<file path="src/rtl/cb_pkg.sv">
// Shared definitions for the connection-box row: routing select codes,
// configuration FSM states and the per-cell configuration width.
package cb_pkg;

   // Two-bit output select: zero, or one of the three other sides taken in
   // ascending W, N, E, S order with the driven side itself skipped.
   typedef enum logic [1:0] {
      SEL_ZERO = 2'b00,
      SEL_A    = 2'b01,
      SEL_B    = 2'b10,
      SEL_C    = 2'b11
   } sel_e;

   typedef enum logic [1:0] {
      IDLE   = 2'b00,
      SHIFT  = 2'b01,
      COMMIT = 2'b10,
      ERR    = 2'b11
   } state_e;

   // Side indices used inside a cell.
   localparam int SIDE_W = 0;
   localparam int SIDE_N = 1;
   localparam int SIDE_E = 2;
   localparam int SIDE_S = 3;

   // Four sides, CH_W output bits each, two select bits per output bit.
   function automatic int cfg_cell_w(input int ch_w);
      return 8 * ch_w;
   endfunction

endpackage

</file>
<file path="src/rtl/cb_row_cell.sv">
// One connection cell: every output bit of every side picks bit b of one of
// the other three sides (or zero) and registers it, so each hop costs one
// clock and no combinational loop can form through the row.
module cb_row_cell
   import cb_pkg::*;
#(
   parameter int CH_W = 4
) (
   input  logic                        clb_clk,
   input  logic                        rst_n,
   input  logic [cfg_cell_w(CH_W)-1:0] i_cfg,
   input  logic [CH_W-1:0]             i_w,
   input  logic [CH_W-1:0]             i_n,
   input  logic [CH_W-1:0]             i_e,
   input  logic [CH_W-1:0]             i_s,
   output logic [CH_W-1:0]             o_w,
   output logic [CH_W-1:0]             o_n,
   output logic [CH_W-1:0]             o_e,
   output logic [CH_W-1:0]             o_s
);

   logic [CH_W-1:0] w_side_in [4];
   logic [CH_W-1:0] w_next    [4];
   logic [CH_W-1:0] r_out     [4];

   // Gather the four side inputs so the select logic can index them.
   always_comb begin
      w_side_in[SIDE_W] = i_w;
      w_side_in[SIDE_N] = i_n;
      w_side_in[SIDE_E] = i_e;
      w_side_in[SIDE_S] = i_s;
   end

   // Per-bit select: code k (1..3) maps to the k-th other side, skipping self.
   always_comb begin : sel_mux
      logic [1:0] sel;
      int         src;
      // NOTE: every output gets a default before any branch so no latch is inferred.
      sel = SEL_ZERO;
      src = 0;
      for (int s = 0; s < 4; s++) begin
         w_next[s] = '0;
         for (int b = 0; b < CH_W; b++) begin
            sel = i_cfg[(s * CH_W + b) * 2 +: 2];
            if (sel != SEL_ZERO) begin
               src = int'(sel) - 1;
               if (src >= s) src = src + 1;
               w_next[s][b] = w_side_in[src][b];
            end
         end
      end
   end

   // Output registers: one clock of latency per hop.
   always_ff @(posedge clb_clk or negedge rst_n) begin
      if (!rst_n) begin
         r_out <= '{default: '0};
      end else begin
         // NOTE: state is updated with <= so all registers sample the same pre-edge values.
         r_out <= w_next;
      end
   end

   assign o_w = r_out[SIDE_W];
   assign o_n = r_out[SIDE_N];
   assign o_e = r_out[SIDE_E];
   assign o_s = r_out[SIDE_S];

endmodule

</file>
<file path="src/rtl/cb_row_param.sv">
// Connection-box row: NUM_CELLS routing cells chained west-to-east, loaded
// through a serial shadow chain and committed atomically by a small FSM.
module cb_row_param
   import cb_pkg::*;
#(
   parameter int NUM_CELLS = 8,
   parameter int CH_W      = 4,
   parameter int ODD_ROW   = 1
) (
   input  logic                      clb_clk,
   input  logic                      rst_n,
   input  logic                      prog_in,
   input  logic                      prog_en,
   output logic                      prog_out,
   output logic                      cfg_done,
   output logic                      cfg_err,
   input  logic [CH_W-1:0]           in1,
   input  logic [NUM_CELLS*CH_W-1:0] in2,
   input  logic [CH_W-1:0]           in3,
   input  logic [NUM_CELLS*CH_W-1:0] in4,
   output logic [CH_W-1:0]           out1,
   output logic [NUM_CELLS*CH_W-1:0] out2,
   output logic [CH_W-1:0]           out3,
   output logic [NUM_CELLS*CH_W-1:0] out4
);

   localparam int CFG_CELL   = cfg_cell_w(CH_W);
   localparam int TOTAL_BITS = NUM_CELLS * CFG_CELL;
   localparam int CNT_W      = $clog2(TOTAL_BITS + 2);
   localparam logic [CNT_W-1:0] CNT_FULL = CNT_W'(TOTAL_BITS);
   localparam logic [CNT_W-1:0] CNT_SAT  = CNT_W'(TOTAL_BITS + 1);

   state_e                r_state;
   state_e                w_next_state;
   logic                  w_shift;
   logic                  w_commit;
   logic                  w_err_set;
   logic [TOTAL_BITS-1:0] r_shadow;
   logic [TOTAL_BITS-1:0] r_active;
   logic [CNT_W-1:0]      r_cnt;
   logic                  r_err;

   // Odd rows cross-wire neighbouring cells bit-reversed.
   function automatic logic [CH_W-1:0] link(input logic [CH_W-1:0] v);
      for (int b = 0; b < CH_W; b++) begin
         link[b] = (ODD_ROW != 0) ? v[CH_W-1-b] : v[b];
      end
   endfunction

   // Next-state and control decode for the configuration FSM.
   always_comb begin
      w_next_state = r_state;
      w_shift      = 1'b0;
      w_commit     = 1'b0;
      w_err_set    = 1'b0;
      case (r_state)
         IDLE: begin
            if (prog_en) begin
               w_shift      = 1'b1;
               w_next_state = SHIFT;
            end
         end
         SHIFT: begin
            if (prog_en)                w_shift      = 1'b1;
            else if (r_cnt == CNT_FULL) w_next_state = COMMIT;
            else                        w_next_state = ERR;
         end
         COMMIT: begin
            w_commit     = 1'b1;
            w_next_state = IDLE;
         end
         ERR: begin
            w_err_set    = 1'b1;
            w_next_state = IDLE;
         end
         default: w_next_state = IDLE;
      endcase
   end

   // FSM state register; reset mid-frame simply drops back to IDLE.
   always_ff @(posedge clb_clk or negedge rst_n) begin
      if (!rst_n) r_state <= IDLE;
      else        r_state <= w_next_state;
   end

   // Shadow chain: new bit enters at 0, tail feeds the next row.
   always_ff @(posedge clb_clk or negedge rst_n) begin
      // NOTE: configuration storage is plain flops, so it is reset to a known all-zero routing.
      if (!rst_n)       r_shadow <= '0;
      else if (w_shift) r_shadow <= {r_shadow[TOTAL_BITS-2:0], prog_in};
   end

   // Frame bit counter, saturating one past a full frame, cleared on leaving.
   always_ff @(posedge clb_clk or negedge rst_n) begin
      if (!rst_n)                                r_cnt <= '0;
      else if (w_commit || w_err_set)            r_cnt <= '0;
      else if (w_shift && (r_cnt != CNT_SAT))    r_cnt <= r_cnt + CNT_W'(1);
   end

   // Active config swap and sticky error flag.
   always_ff @(posedge clb_clk or negedge rst_n) begin
      if (!rst_n) begin
         r_active <= '0;
         r_err    <= 1'b0;
      end else if (w_commit) begin
         r_active <= r_shadow;
         r_err    <= 1'b0;
      end else if (w_err_set) begin
         r_err    <= 1'b1;
      end
   end

   assign prog_out = r_shadow[TOTAL_BITS-1];
   assign cfg_done = w_commit;
   assign cfg_err  = r_err;

   logic [CH_W-1:0] w_w_in  [NUM_CELLS];
   logic [CH_W-1:0] w_w_out [NUM_CELLS];
   logic [CH_W-1:0] w_e_in  [NUM_CELLS];
   logic [CH_W-1:0] w_e_out [NUM_CELLS];

   assign w_w_in[0]           = in1;
   assign out1                = w_w_out[0];
   assign w_e_in[NUM_CELLS-1] = in3;
   assign out3                = w_e_out[NUM_CELLS-1];

   for (genvar i = 0; i < NUM_CELLS; i++) begin : g_cell
      localparam int S_IDX = (ODD_ROW != 0) ? (NUM_CELLS - 1 - i) : i;

      if (i < NUM_CELLS - 1) begin : g_link
         assign w_e_in[i]   = link(w_w_out[i+1]);
         assign w_w_in[i+1] = link(w_e_out[i]);
      end

      cb_row_cell #(.CH_W(CH_W)) u_cell (
         .clb_clk (clb_clk),
         .rst_n   (rst_n),
         .i_cfg   (r_active[i*CFG_CELL +: CFG_CELL]),
         .i_w     (w_w_in[i]),
         .i_n     (in2[i*CH_W +: CH_W]),
         .i_e     (w_e_in[i]),
         .i_s     (in4[S_IDX*CH_W +: CH_W]),
         .o_w     (w_w_out[i]),
         .o_n     (out2[i*CH_W +: CH_W]),
         .o_e     (w_e_out[i]),
         .o_s     (out4[S_IDX*CH_W +: CH_W])
      );
   end

endmodule
</file>
<file path="config.mk">
export PLATFORM = sky130hd
export DESIGN_NAME = cb_row_param
export DESIGN_NICKNAME = d
export VERILOG_FILES = /design/src/rtl/cb_pkg.sv /design/src/rtl/cb_row_cell.sv /design/src/rtl/cb_row_param.sv
export SDC_FILE = /design/constraint.sdc
export NUM_CORES = 1
export LEC_CHECK = 0
export CAP_MARGIN = 10
export CORE_UTILIZATION = 50
export CTS_BUF_LIST = sky130_fd_sc_hd__clkbuf_16
export CTS_CLUSTER_DIAMETER = 100
export CTS_CLUSTER_SIZE = 8
export DETAILED_ROUTE_END_ITERATION = 8
export HOLD_SLACK_MARGIN = 0.02
export PLACE_DENSITY = 0.64
export SETUP_SLACK_MARGIN = 0.15
export SLEW_MARGIN = 25
export SYNTH_ARGS = -nofsm -noshare
export SYNTH_HDL_FRONTEND = slang
export SYNTH_SLANG_ARGS = --single-unit
</file>
<file path="constraint.sdc">
create_clock -name clb_clk -period 1.7 [get_ports clb_clk]
set_input_delay 0.34 -clock clb_clk [delete_from_list [all_inputs] [get_ports clb_clk]]
set_output_delay 0.34 -clock clb_clk [all_outputs]
set_load 0.02 [all_outputs]
</file>
Word level (Yosys, flattened, before mapping)
Cells that the tools add are included.
{ "totals": {"input_bits": 76, "reg_bits": 652, "output_inout_bits": 75} }
{ "classes": {"n_reduce_logical": 136, "eq_ne": 7, "n_addsub": 257, "magnitude_cmp": 256, "mux": 780, "n_bitwise": 128} }
{ "ops": {"columns": ["operator", "count"], "rows": [
  ["2-to-1 mux 32 bit", 256],
  [">= comparator 32 x 3 -> 1 bit (second input constant)", 192],
  ["adder 32 x 2 -> 32 bit (second input constant)", 128],
  ["inverter 32 bit", 128],
  ["binary-select mux 4 bit (select 2 bit)", 128],
  [">= comparator 32 x 1 -> 1 bit (second input constant)", 32],
  [">= comparator 32 x 2 -> 1 bit (second input constant)", 32],
  ["subtractor 2 x 1 -> 3 bit (second input constant)", 128],
  ["nonzero test 2 bit", 130],
  ["2-to-1 mux 4 bit", 64],
  ["2-to-1 mux 1 bit", 199],
  ["2-to-1 mux 3 bit", 64],
  ["2-to-1 mux 2 bit", 66],
  ["2-to-1 mux 9 bit", 2],
  ["adder 9 x 1 -> 9 bit (second input constant)", 1],
  ["equality test 9 bit (second input constant)", 1],
  ["inequality test 9 bit (second input constant)", 1],
  ["case mux 2 bit (3 select lines)", 1],
  ["equality test 2 bit (second input constant)", 2],
  ["inequality test 2 bit (second input constant)", 2],
  ["OR reduction 2 bit", 2],
  ["equality test 2 x 1 -> 1 bit (second input constant)", 1],
  ["zero test 2 bit", 1],
  ["AND reduction 2 bit", 1],
  ["2 further kinds", 2]
]} }

Depth between registers and ports, before layout
Gate-level depths: netlist of the first run.
{ "depth": {"ltp_word": 9, "mapped_depth": 6, "depth_no_buf": 5} }

Cells and area by module
A second synthesis of the first run with hierarchy kept.
{ "hier_totals": {"cells_unflattened": 3107, "hier_area_um2": 29948.7} }
{ "by_module_without_submodules": {"columns": ["mod", "area_each_um2", "n_inst", "cells_per_inst"], "rows": [
  ["cb_row_param", 19799.0, 1, 2227],
  ["cb_row_cell", 1268.7, 8, 110]
]} }

Worst setup path before layout of the first run
Ideal clock, no wire load.
{ "synth_timing": {"path_type": "register to register", "startpoint": "register r_cnt[2]", "endpoint": "register r_cnt[8]", "arrival_time_ns": 1.394, "required_ns": 1.576, "path_stages_with_launch": 5, "setup_ns": 0.124, "period_less_slack_ns": 1.518, "slack_ns": 0.182, "n_path_buf": 0, "cell_sequence": "dfrtp_1 -> nor4_4 -> a41oi_4 -> and3_1 -> a211o_1"} }
{ "synth_via": {"elab_chain_cells": 3} }
{ "synth_lines": {"columns": ["item", "line_no", "text"], "rows": [
  ["start: declaration", "cb_row_param.sv:40", "logic [CNT_W-1:0] r_cnt;"],
  ["start signal: assignment", "cb_row_param.sv:97", "else if (w_shift && (r_cnt != CNT_SAT)) r_cnt <= r_cnt + CNT_W'(1);"],
  ["adder 9 x 1 -> 9 bit / inequality test 9 bit (equally long branches)", "cb_row_param.sv:97", null],
  ["2-to-1 mux 9 bit / logical AND 1 bit (equally long branches)", "cb_row_param.sv:97", null],
  ["2-to-1 mux 9 bit / nonzero test 2 bit (equally long branches)", null, null]
]} }
Several ways; a longest one is shown, not always the timed one. The select of a mux whose other input is x is not followed.
A chain may end at the register's enable or synchronous reset.

Worst setup path in the final report of the first run
{ "layout_timing": {"startpoint": "register r_state[0]", "endpoint": "output cfg_done"} }
{ "layout_via": {"elab_chain_cells": 2} }
{ "layout_lines": {"columns": ["item", "line_no", "text"], "rows": [
  ["start: declaration", "cb_row_param.sv:33", "state_e r_state;"],
  ["start signal: assignment", "cb_row_param.sv:83", "else r_state <= w_next_state;"],
  ["equality test 2 bit", "cb_row_param.sv:56", "case (r_state)"],
  ["2-to-1 mux 1 bit", "cb_row_param.sv:56", null],
  ["end: declaration", "cb_row_param.sv:15", "output logic cfg_done,"]
]} }
No other way between the ends.

==> run summary, run 1 <==
Root Buffer: clkbuf_16
Via count: 20000
Post-synth top area share: 56.8%
Dpl cells: 3588
Detailed router's first-iteration violation count: 1267
Core Util, Final: 65.3%
Number of fill cells: 4238
Syn Inst Count: 2698
Clock Sinks: 652
Overflow after GRT: 0
I/O Buffers: 150
I/O pin total: 151
Initial antenna violation count: 2
Multi-input gate area: 0.0124 sq mm
Unrepaired setup endpoints after global routing: true
DR WL/cell: 18.1 um
Clk_skew: 0.0166 ns
Slew Viols, Final: 0
Slew headroom: 67.3%
Final hold viol count: 0
P&R area growth vs syn: 28.5%
Top-count cell post-synth: nand2_1
Pre-Repair DR Iteration Count: 5
Flops & latches, synth: 652
CP endpoint kind: primary output
Ys Warns: 0
CTS Buf Count: 91
Core Area: 0.0566 sq mm
Initial Util: 50.8%
Largest net degree at the start of global routing: 88
Vias in the first global route: 20700
Register area: 0.0163 sq mm
Worst min path class: in -> async
Peak supply drop: 908 uV
Routability Congestion: 0.806
Cell accounting for the most synthesized area: dfrtp_1
Worst Setup Slack post-DPL: -0.114 ns
Gr usage total: 23.4%
Die area: 0.0584 sq mm
Syn Nets: 2937
Hpwl dp: 42300 um
Area contributors post-synth: dfrtp_1 57%, nand2_1 13%, mux4_2 7.5%, ha_1 7.1%, o21ai_0 3.9%
H-Tree Depth: 3
R2r setup slk: 0.02 ns
Chip Height: 242 um
Fin nets: 3251
Mapped Area: 0.0287 sq mm
Yosys cell types: 29
TritonCTS clock tree: done
PnR worst setup slack: -0.0731 ns
Syn Area/Cell: 10.7 sq um
Leak: 18.9 nW
Status: finished with violations
Die Wd: 242 um
Worst path arrival time: 1.43 ns
Violated checks: setup timing
Drt drc: 0
CTS max path bufs: 3
Main flop type after synthesis: dfrtp_1
Crit path required time: 1.36 ns
Final wirelength: 68400 um
First-pass GRT wire length: 110000 um
Row Count: 87
Most common library cells after synthesis: 1026 x nand2_1, 652 x dfrtp_1, 224 x o21ai_0
Post-synth EDFFs: 0
CP max FO: 4
Register area share after synthesis: 56.8%
Final min period: 1.77 ns
Worst Setup Start Kind: flop
Antenna cells: 0
Max Cap Viol: 0
CTS clk-pin slew, worst paths: 0.05 ns
Slew @ Worst Pin: 0.491 ns
Final std cells w/o fill: 3773
Setup violations, final: 1
Final Cycle Share: 104%
Vias/cell: 5.30
Max Clk Rate: 564 MHz
Clk_lat worst skew: 0.62 ns
Final antenna-violating net count: 0
Ys async rst share: 100%
Pwr/cell area: 1060 mW/mm^2
Layout cells sized above 1: 24.8%
Critical path type: reg -> out
==> report_power, final <==
group	total, mW	switching, mW	internal, mW
Combinational	6.26	3.16	3.10
Clock	16.1	6.35	9.71
Sequential	16.7	0.552	16.2
==> cells by family (layout without fill, tap and decap cells) <==
| group | after synthesis | in the layout | synth area share [%] |
|---|---|---|---|
| simple gates | 1152 | 1152 | 16.1 |
| flops | 652 | 652 | 56.8 |
| buf+inv | 302 | 621 | 4.31 |
| compound gates | 234 | 234 | 4.28 |
| mux | 194 | 194 | 11.4 |
| fa+ha+maj | 163 | 163 | 7.10 |
| xor+xnor | 1 | 1 | 0.0305 |
==> stage by stage <==
stage	hold WS (ns)	power (mW)	TNS [ns]	instance area [sq um]
after CTS	0.177	38.5	-0.148	35600
after floorplan	0.0444	19.1	0	28700
after detailed placement	0.237	21.1	-14.68	31900
final	0.197	39.0	-0.0731	36900
after global routing	0.201	40.5	-0.360	36900
after global placement	0.238	21.0	-10.86	31900
==> worst paths after layout <==
path | start | to | cells past startpoint
max in group asynchronous | rst_n | g_cell[0].u_cell.o_e[2] | 4
hold / removal | rst_n | r_shadow[156] | 2
setup / recovery | r_state[0] | cfg_done | 3
min in group clb_clk | prog_in | r_shadow[0] | 3
hold reg to reg | r_shadow[73] | r_shadow[74] | 2
setup reg to reg | r_state[0] | r_active[99] | 7
==> repair_timing <==
action	in CTS	in global routing
hold endpoints to repair	236	0
pin swaps	32	48
hold buffers	1	0
buffers inserted	35	16
setup endpoints to repair	154	196
gates resized for setup	551	306
gates cloned	21	14
==> layer usage <==
metal  vias to the layer above  global-route usage (%)  wire [um]
met2                       463                    38.2      33800
met5                         -                       0         27
li1                       9302                       -          -
met1                     10100                    31.8      29600
met4                         4                    8.28       1680
met3                       129                    4.02       3240
==> registers in the layout, summed over array words and instances (netlist names) <==
signal and count:
cfg_err 1, g_cell.u_cell.o_n 32, r_active 256, g_cell.u_cell.o_s 32
r_shadow 256, r_state 2, g_cell.u_cell.o_w 32, r_cnt 9
g_cell.u_cell.o_e 32
==> placed cells by master (no fill, tap or decap), types with 57 or more instances in the layout <==
cell               n
buf_12            57
buf_2             71
clkbuf_16        103
clkdlybuf4s50_1   74
dfrtp_1          651
ha_1             158
inv_1            194
mux2_4            63
mux4_2            96
nand2_1          919
nand2_4           69
nor2b_1           96
o21ai_0          101
o21ai_2           71
==> layout make-up <==
type / instances / area share [%]
tap: 756 / 2.56
multi-input combinational: 1744 / 33.6
sequential: 652 / 44.2
inverter: 194 / 1.97
clock buffer: 93 / 6.30
clock inverter: 5 / 0.247
timing repair buffer: 329 / 11.1
==> critical path: stages (launching register included) <==
cell,delay [ns]
dfrtp_1,0.40
nor2b_4,0.14
buf_12,0.15
buf_8,0.12
Note: power is estimated with default switching activity, not from simulation.
==> run 2: changes to the inputs <==
--- a/config.mk
+++ b/config.mk
@@ -11,7 +11,6 @@
 export CTS_CLUSTER_DIAMETER = 100
 export CTS_CLUSTER_SIZE = 8
 export DETAILED_ROUTE_END_ITERATION = 8
-export HOLD_SLACK_MARGIN = 0.02
 export PLACE_DENSITY = 0.64
 export SETUP_SLACK_MARGIN = 0.15
 export SLEW_MARGIN = 25
==> results of run 2 <==
Same layout as run 1: the final DEF is identical, and so are final timing and power.
